<file path="src/rtl/des_stream_sequencer_pkg.sv">
// Shared types and constants for the DES stream sequencer and its wrapper link.
package des_pkg;

  typedef enum logic [3:0] {
    IDLE,
    LD_KEY_LO,
    LD_KEY_HI,
    LD_DAT_LO,
    LD_DAT_HI,
    START,
    WAIT,
    RD_HI,
    RD_LO,
    OUT
  } des_seq_state_t;

  localparam logic [1:0] SEL_KEY_LO = 2'b00;
  localparam logic [1:0] SEL_KEY_HI = 2'b01;
  localparam logic [1:0] SEL_DAT_LO = 2'b10;
  localparam logic [1:0] SEL_DAT_HI = 2'b11;

  localparam int DES_WRAP_DELAY = 3;

endpackage

</file>
<file path="src/rtl/des_stream_sequencer_if.sv">
// Host-side block/result streams of the DES sequencer.
// A beat moves on the rising edge where valid and ready are both high; valid,
// once raised, stays high with stable data until that edge.
interface des_stream_sequencer_if;
  logic        in_valid;
  logic        in_ready;
  logic [63:0] in_data;
  logic        out_valid;
  logic        out_ready;
  logic [63:0] out_data;

  modport master (
    output in_valid, in_data, out_ready,
    input  in_ready, out_valid, out_data
  );

  modport slave (
    input  in_valid, in_data, out_ready,
    output in_ready, out_valid, out_data
  );
endinterface

</file>
<file path="src/rtl/des_stream_sequencer.sv">
// Host-side sequencer: loads key/block words into des_top_wrapper, pulses start,
// waits for ready, reads both result halves and streams the 64-bit result out.
module des_stream_sequencer
  import des_pkg::*;
#(
  parameter int TIMEOUT_CYCLES = 8
) (
  input  logic                   clk,
  input  logic                   rst,
  input  logic [63:0]            key_in,
  input  logic                   key_load,
  des_stream_sequencer_if.slave  host,
  output logic                   busy,
  output logic                   err_timeout,
  output logic [31:0]            des_data_bus,
  output logic [1:0]             des_selector,
  output logic                   des_load,
  output logic                   des_start,
  output logic                   des_result_sel,
  input  logic [31:0]            des_result_out,
  input  logic                   des_ready,
  output des_seq_state_t         dbg_state
);

  localparam int            CW          = $clog2(TIMEOUT_CYCLES + 1);
  localparam logic [CW-1:0] TIMEOUT_VAL = CW'(TIMEOUT_CYCLES);

  des_seq_state_t r_state, w_state_nxt;
  logic [63:0]    r_key_shadow, r_block, r_out;
  logic           r_key_pending, r_key_lo_hit, r_err;
  logic [CW-1:0]  r_cnt;
  logic [31:0]    r_bus;
  logic [1:0]     r_sel;
  logic           r_load, r_start, r_result_sel;

  logic           w_accept, w_timeout, w_load;
  logic [63:0]    w_shadow_nxt, w_block_nxt;
  logic [CW-1:0]  w_cnt_inc;
  logic [31:0]    w_bus;
  logic [1:0]     w_sel;

  assign w_accept     = (r_state == IDLE) && host.in_valid;
  assign w_shadow_nxt = key_load ? key_in : r_key_shadow;
  assign w_block_nxt  = w_accept ? host.in_data : r_block;
  assign w_cnt_inc    = r_cnt + CW'(1);

  always_comb begin
    w_state_nxt = r_state;
    w_timeout   = 1'b0;
    case (r_state)
      IDLE:      if (host.in_valid)
                   w_state_nxt = (r_key_pending || key_load) ? LD_KEY_LO : LD_DAT_LO;
      LD_KEY_LO: w_state_nxt = LD_KEY_HI;
      LD_KEY_HI: w_state_nxt = LD_DAT_LO;
      LD_DAT_LO: w_state_nxt = LD_DAT_HI;
      LD_DAT_HI: w_state_nxt = START;
      START:     w_state_nxt = WAIT;
      WAIT: begin
        if (des_ready) begin
          w_state_nxt = RD_HI;
        end else if (w_cnt_inc == TIMEOUT_VAL) begin
          w_state_nxt = IDLE;
          w_timeout   = 1'b1;
        end
      end
      RD_HI:     w_state_nxt = RD_LO;
      RD_LO:     w_state_nxt = OUT;
      OUT:       if (host.out_ready) w_state_nxt = IDLE;
      default:   w_state_nxt = IDLE;
    endcase
  end

  // Wrapper-side outputs are registered, so they are decoded from the next state
  // and from the values the shadow/block registers take on the same edge.
  always_comb begin
    w_load = 1'b0;
    w_sel  = SEL_KEY_LO;
    w_bus  = '0;
    case (w_state_nxt)
      LD_KEY_LO: begin w_load = 1'b1; w_sel = SEL_KEY_LO; w_bus = w_shadow_nxt[31:0];  end
      LD_KEY_HI: begin w_load = 1'b1; w_sel = SEL_KEY_HI; w_bus = w_shadow_nxt[63:32]; end
      LD_DAT_LO: begin w_load = 1'b1; w_sel = SEL_DAT_LO; w_bus = w_block_nxt[31:0];   end
      LD_DAT_HI: begin w_load = 1'b1; w_sel = SEL_DAT_HI; w_bus = w_block_nxt[63:32];  end
      default:   ;
    endcase
  end

  always_ff @(posedge clk or posedge rst) begin
    if (rst) begin
      r_state       <= IDLE;
      r_key_shadow  <= '0;
      r_block       <= '0;
      r_out         <= '0;
      r_key_pending <= 1'b0;
      r_key_lo_hit  <= 1'b0;
      r_err         <= 1'b0;
      r_cnt         <= '0;
      r_bus         <= '0;
      r_sel         <= SEL_KEY_LO;
      r_load        <= 1'b0;
      r_start       <= 1'b0;
      r_result_sel  <= 1'b0;
    end else begin
      r_state <= w_state_nxt;
      if (w_accept) r_block <= host.in_data;
      if (key_load) r_key_shadow <= key_in;
      // A key written while its halves are going out leaves a torn copy in the
      // wrapper, so the reload stays pending for the next block.
      r_key_lo_hit <= (r_state == LD_KEY_LO) && key_load;
      if (r_state == LD_KEY_HI) r_key_pending <= key_load || r_key_lo_hit;
      else if (key_load)        r_key_pending <= 1'b1;
      if (r_state == START)                    r_cnt <= '0;
      else if (r_state == WAIT && !des_ready)  r_cnt <= w_cnt_inc;
      if (w_timeout) r_err <= 1'b1;
      r_load       <= w_load;
      r_sel        <= w_sel;
      r_bus        <= w_bus;
      r_start      <= (w_state_nxt == START);
      r_result_sel <= (w_state_nxt == RD_LO);
      if (r_state == RD_HI) r_out[63:32] <= des_result_out;
      if (r_state == RD_LO) r_out[31:0]  <= des_result_out;
    end
  end

  assign host.in_ready  = (r_state == IDLE) && !rst;
  assign host.out_valid = (r_state == OUT);
  assign host.out_data  = r_out;
  assign busy           = (r_state != IDLE);
  assign err_timeout    = r_err;
  assign des_data_bus   = r_bus;
  assign des_selector   = r_sel;
  assign des_load       = r_load;
  assign des_start      = r_start;
  assign des_result_sel = r_result_sel;
  assign dbg_state      = r_state;

endmodule

</file>
<file path="src/flat_wrapper.sv">
// flat-port wrapper written by rule: the top's interface ports become plain ports
module des_stream_sequencer_flat import des_pkg::*;
#(
  parameter int TIMEOUT_CYCLES = 8
)
  (clk, rst, key_in, key_load, busy, err_timeout, des_data_bus, des_selector, des_load, des_start, des_result_sel, des_result_out, des_ready, dbg_state, host_in_valid, host_in_data, host_out_ready, host_in_ready, host_out_valid, host_out_data);
  des_stream_sequencer_if host_i ();
  input  logic clk;
  input  logic rst;
  input  logic [63:0] key_in;
  input  logic key_load;
  output logic busy;
  output logic err_timeout;
  output logic [31:0] des_data_bus;
  output logic [1:0] des_selector;
  output logic des_load;
  output logic des_start;
  output logic des_result_sel;
  input  logic [31:0] des_result_out;
  input  logic des_ready;
  output des_seq_state_t dbg_state;
  input wire logic [$bits(host_i.in_valid)-1:0] host_in_valid;
  input wire logic [$bits(host_i.in_data)-1:0] host_in_data;
  input wire logic [$bits(host_i.out_ready)-1:0] host_out_ready;
  output wire logic [$bits(host_i.in_ready)-1:0] host_in_ready;
  output wire logic [$bits(host_i.out_valid)-1:0] host_out_valid;
  output wire logic [$bits(host_i.out_data)-1:0] host_out_data;
  assign host_i.in_valid = host_in_valid;
  assign host_i.in_data = host_in_data;
  assign host_i.out_ready = host_out_ready;
  assign host_in_ready = host_i.in_ready;
  assign host_out_valid = host_i.out_valid;
  assign host_out_data = host_i.out_data;
  des_stream_sequencer #(.TIMEOUT_CYCLES(TIMEOUT_CYCLES)) u_core (.clk(clk), .rst(rst), .key_in(key_in), .key_load(key_load), .host(host_i), .busy(busy), .err_timeout(err_timeout), .des_data_bus(des_data_bus), .des_selector(des_selector), .des_load(des_load), .des_start(des_start), .des_result_sel(des_result_sel), .des_result_out(des_result_out), .des_ready(des_ready), .dbg_state(dbg_state));
endmodule
</file>
<file path="config.mk">
export PLATFORM = sky130hd
export DESIGN_NAME = des_stream_sequencer_flat
export DESIGN_NICKNAME = d
export VERILOG_FILES = /design/src/rtl/des_stream_sequencer_pkg.sv /design/src/rtl/des_stream_sequencer_if.sv /design/src/rtl/des_stream_sequencer.sv /design/src/flat_wrapper.sv
export SDC_FILE = /design/constraint.sdc
export NUM_CORES = 1
export LEC_CHECK = 0
export ABC_AREA = 1
export ABC_CLOCK_PERIOD_IN_PS = 17900
export BUFFER_PORTS_ARGS = -buffer_cell sky130_fd_sc_hd__buf_2
export CAP_MARGIN = 10
export CORE_MARGIN = 2
export CORE_UTILIZATION = 35
export DETAILED_ROUTE_END_ITERATION = 12
export SLEW_MARGIN = 20
export SYNTH_ARGS = -nofsm -noshare
export SYNTH_HDL_FRONTEND = slang
export SYNTH_SLANG_ARGS = --single-unit
export TNS_END_PERCENT = 100
</file>
<file path="constraint.sdc">
create_clock -name clk -period 17.9 [get_ports clk]
set_input_delay 0 -clock clk [delete_from_list [all_inputs] [get_ports clk]]
set_output_delay 0 -clock clk [all_outputs]
set_load 0.01 [all_outputs]
</file>
==> results_dict.tcl <==
set metrics [dict create \
    fmax_ghz 0.315 \
    synth_largest_type_area_fraction 0.600 \
    detail_route.wl_per_cell_um 16.0 \
    postCtsSetupRepairBufs 0 \
    cts.path.max_buffers 3 \
    finalNonFillerCells 1936 \
    synth.mux.area_fraction 0 \
    root_buffer_selected_by_cts "clkbuf_16" \
    clk_latency_ns 0.54 \
    first_drt_iteration_drcs 490 \
    syn_avg_cell_area_um2 8.94 \
    area.growth.synth_to_final_pct 42.2 \
    yosysUniqueCellTypes 26 \
    remaining_drc_errors 0 \
    dp.final_hpwl_um 20700 \
    synth-edff-count 0 \
    global_route.overflow_total 0 \
    power_leakage_uw 0.00758 \
    postLayoutCellArea_mm2 0.0142 \
    path_class "flip-flop to flip-flop" \
    cts-resized-gates 0 \
    largest_net_degree_at_the_start_of_global_routing 85 \
    die_h_um 173 \
    worstHoldPathType "input port to async pin" \
    antenna_violations_before_repair 0 \
    post_dp_cell_area_mm2 0.0116 \
    core_mm2 0.0279 \
    gpl.final_weighted_congestion 0.810 \
    grt_pass1_wl_um 49900 \
    placed_cells_incl_taps 1721 \
    endpoint_type_of_the_worst_setup_path "flip-flop" \
    synth_xor_area_frac 0.000876 \
    initial_core_util 0.358 \
    layout.filler_cells 2653 \
    synth_compound_gate_area_share 0.127 \
    nets_final 1705 \
    number_of_setup_violations_in_the_final_report 0 \
    worst_ep_arrival_time_ns 3.57 \
    drtAntennaViolNets 0 \
    worst_ep_required_time_ns 18.30 \
    post-synth-top-count-cell "nand2_1" \
    drv.max_cap_violation_count 0 \
    timing_worst_slew_pin_value_ns 0.998 \
    syn-instance-count 1119 \
    yosys_warnings 0 \
    synthDominantAreaCellType "dfrtp_1" \
    power_density_mw_per_mm2 152 \
    num_rows 61 \
    run_status "completed" \
    ios 275 \
    slew-limit-headroom 0.333 \
    slew_viol_final 0 \
    final_layout_size_suffix_gt1_frac 0.257 \
    clock_tree_from_tritoncts "built" \
    worst_setup_path_start_kind "flip-flop" \
    tns_ns 0 \
    track_usage 0.208 \
    critical_path.max_fanout 74 \
    timing.clock.skew_ns 0.0179 \
    vdd.ir_drop.worst_v 0.0000888 \
    final_min_period_over_clock_period 0.177 \
    post-route-min-period_ns 3.17 \
    cts_inserted_buffers 28 \
    overall_power_after_layout_uw 2170 \
    inserted_diodes 0 \
    timing_hold_violations_final 0 \
    dieArea_mm2 0.0299 \
    synthFlopType "dfrtp_1" \
    die_x_um 173 \
    yosys-top-cells-count "nand2_1, dfrtp_1, inv_1" \
    syn_area_mm2 0.0100 \
    drt_pre_antenna_iters 7 \
    finalWirelength_um 31000 \
    post_synth_main_area_contributors "dfrtp_1, nand2_1, inv_1" \
    main_combinational_cell_family_by_area_after_synthesis "simple AND/OR/NAND/NOR gates" \
    numClockSinks 240 \
    grt_pass1_vias 9306 \
    synthSimpleGateAreaFrac 0.188 \
    port_buffers 274 \
    clkSlewWorstSetupHoldPaths_ns 0.06 \
    asyncSetResetFlopFracSynth 1.00 \
    ys_seq_elements 240 \
    via_count 8810 \
    final_core_util 0.509 \
    clock_tree.htree_level_count 1 \
    holdBufCountCts 165 \
    grt_setup_unrepaired "no" \
    postSynthNetCount 1286 \
    drt-vias-per-instance 4.55 \
    synth_sequential_area_ratio 0.600 \
    adder_cell_fraction_of_synth_area 0.00125 \
]
[cell families after synthesis]
logic type | Yosys count
AOI/OAI and AO/OA | 236
DFF | 240
adders and majority gates | 1
xor gates and xnor gates | 1
buffers and inverters | 204
and+or+nand+nor | 437
[power breakdown]
group | internal, µW | switching (µW) | total [µW]
clock | 345 | 224 | 570
sequential | 744 | 85.8 | 830
combinational | 289 | 481 | 770
[cells in the final DEF, fill, tap and decap left out, types with 9 or more instances in the layout]
cell type	synthesis	layout
buf_2	14	274
o21ai_0	102	102
dfrtp_1	240	240
clkbuf_8	0	9
dlygate4sd3_1	0	165
nor2_1	41	41
a21oi_1	100	100
or2_2	58	58
clkbuf_16	0	29
inv_1	145	143
a211oi_1	32	32
nand2_1	309	309
[per-layer routing]
metal | part of all wire | GRT usage | vias up
met3 | 0.070 | 0.0552 | 44
met4 | 0.024 | 0.0519 | 0
met1 | 0.41 | 0.251 | 4146
met5 | 0 | 0 | -
met2 | 0.50 | 0.370 | 280
li1 | - | - | 4340
[through the flow]
| step | hold slack (ns) | setup WS, ns |
|---|---|---|
| after floorplan | 0.0475 | 11.31 |
| after CTS | 0.122 | 14.71 |
| after global routing | 0.161 | 14.40 |
| after detailed placement | 0.175 | 14.75 |
| final | 0.110 | 14.73 |
| after global placement | 0.167 | 14.82 |
[layout make-up]
cell class	instances	area, µm²	area share
multi-input cells	675	3170	0.223
inverters	147	559	0.0393
repair buffers	446	3080	0.217
clock buffers	43	868	0.0610
flip-flops and latches	240	6010	0.422
well taps	378	473	0.0333
clock inverters	7	62.6	0.00440
[final timing paths]
path                                           from                        to  slack [ns]  cells after the start
min in group clk                           key_load    u_core.r_key_shadow[5]        0.12                      4
worst max register to register  u_core.dbg_state[1]    u_core.des_data_bus[4]       14.73                     10
max in group asynchronous                       rst        u_core.r_block[52]       16.59                      4
worst max-delay path            u_core.dbg_state[1]    u_core.des_data_bus[4]       14.73                     10
worst min-delay path                            rst  u_core.host.out_data[34]        0.11                      3
worst min register to register    u_core.r_block[9]         u_core.r_block[9]        0.47                      2
[worst max-delay path, cell delays in order, from the launching register on]
cell and delay [ns]:
dfrtp_1 0.51, nor2_2 0.20, nand2_2 0.12, nor2_4 0.09
buf_4 0.44, buf_4 0.61, inv_2 0.42, nand2_1 0.14
nand2_1 0.08, a21oi_1 0.27, nand2_1 0.11
[registers in the layout, indices dropped and copies added, names as in the netlist]
register and flops:
u_core.r_block 64, u_core.err_timeout 1, u_core.host.out_data 64, u_core.r_key_pending 1, u_core.dbg_state 4, u_core.des_selector 2, u_core.des_start 1, u_core.r_key_lo_hit 1
u_core.des_result_sel 1, u_core.r_cnt 4, u_core.r_key_shadow 64, u_core.des_load 1, u_core.des_data_bus 32
No activity file was read; power rests on OpenSTA's default activity.
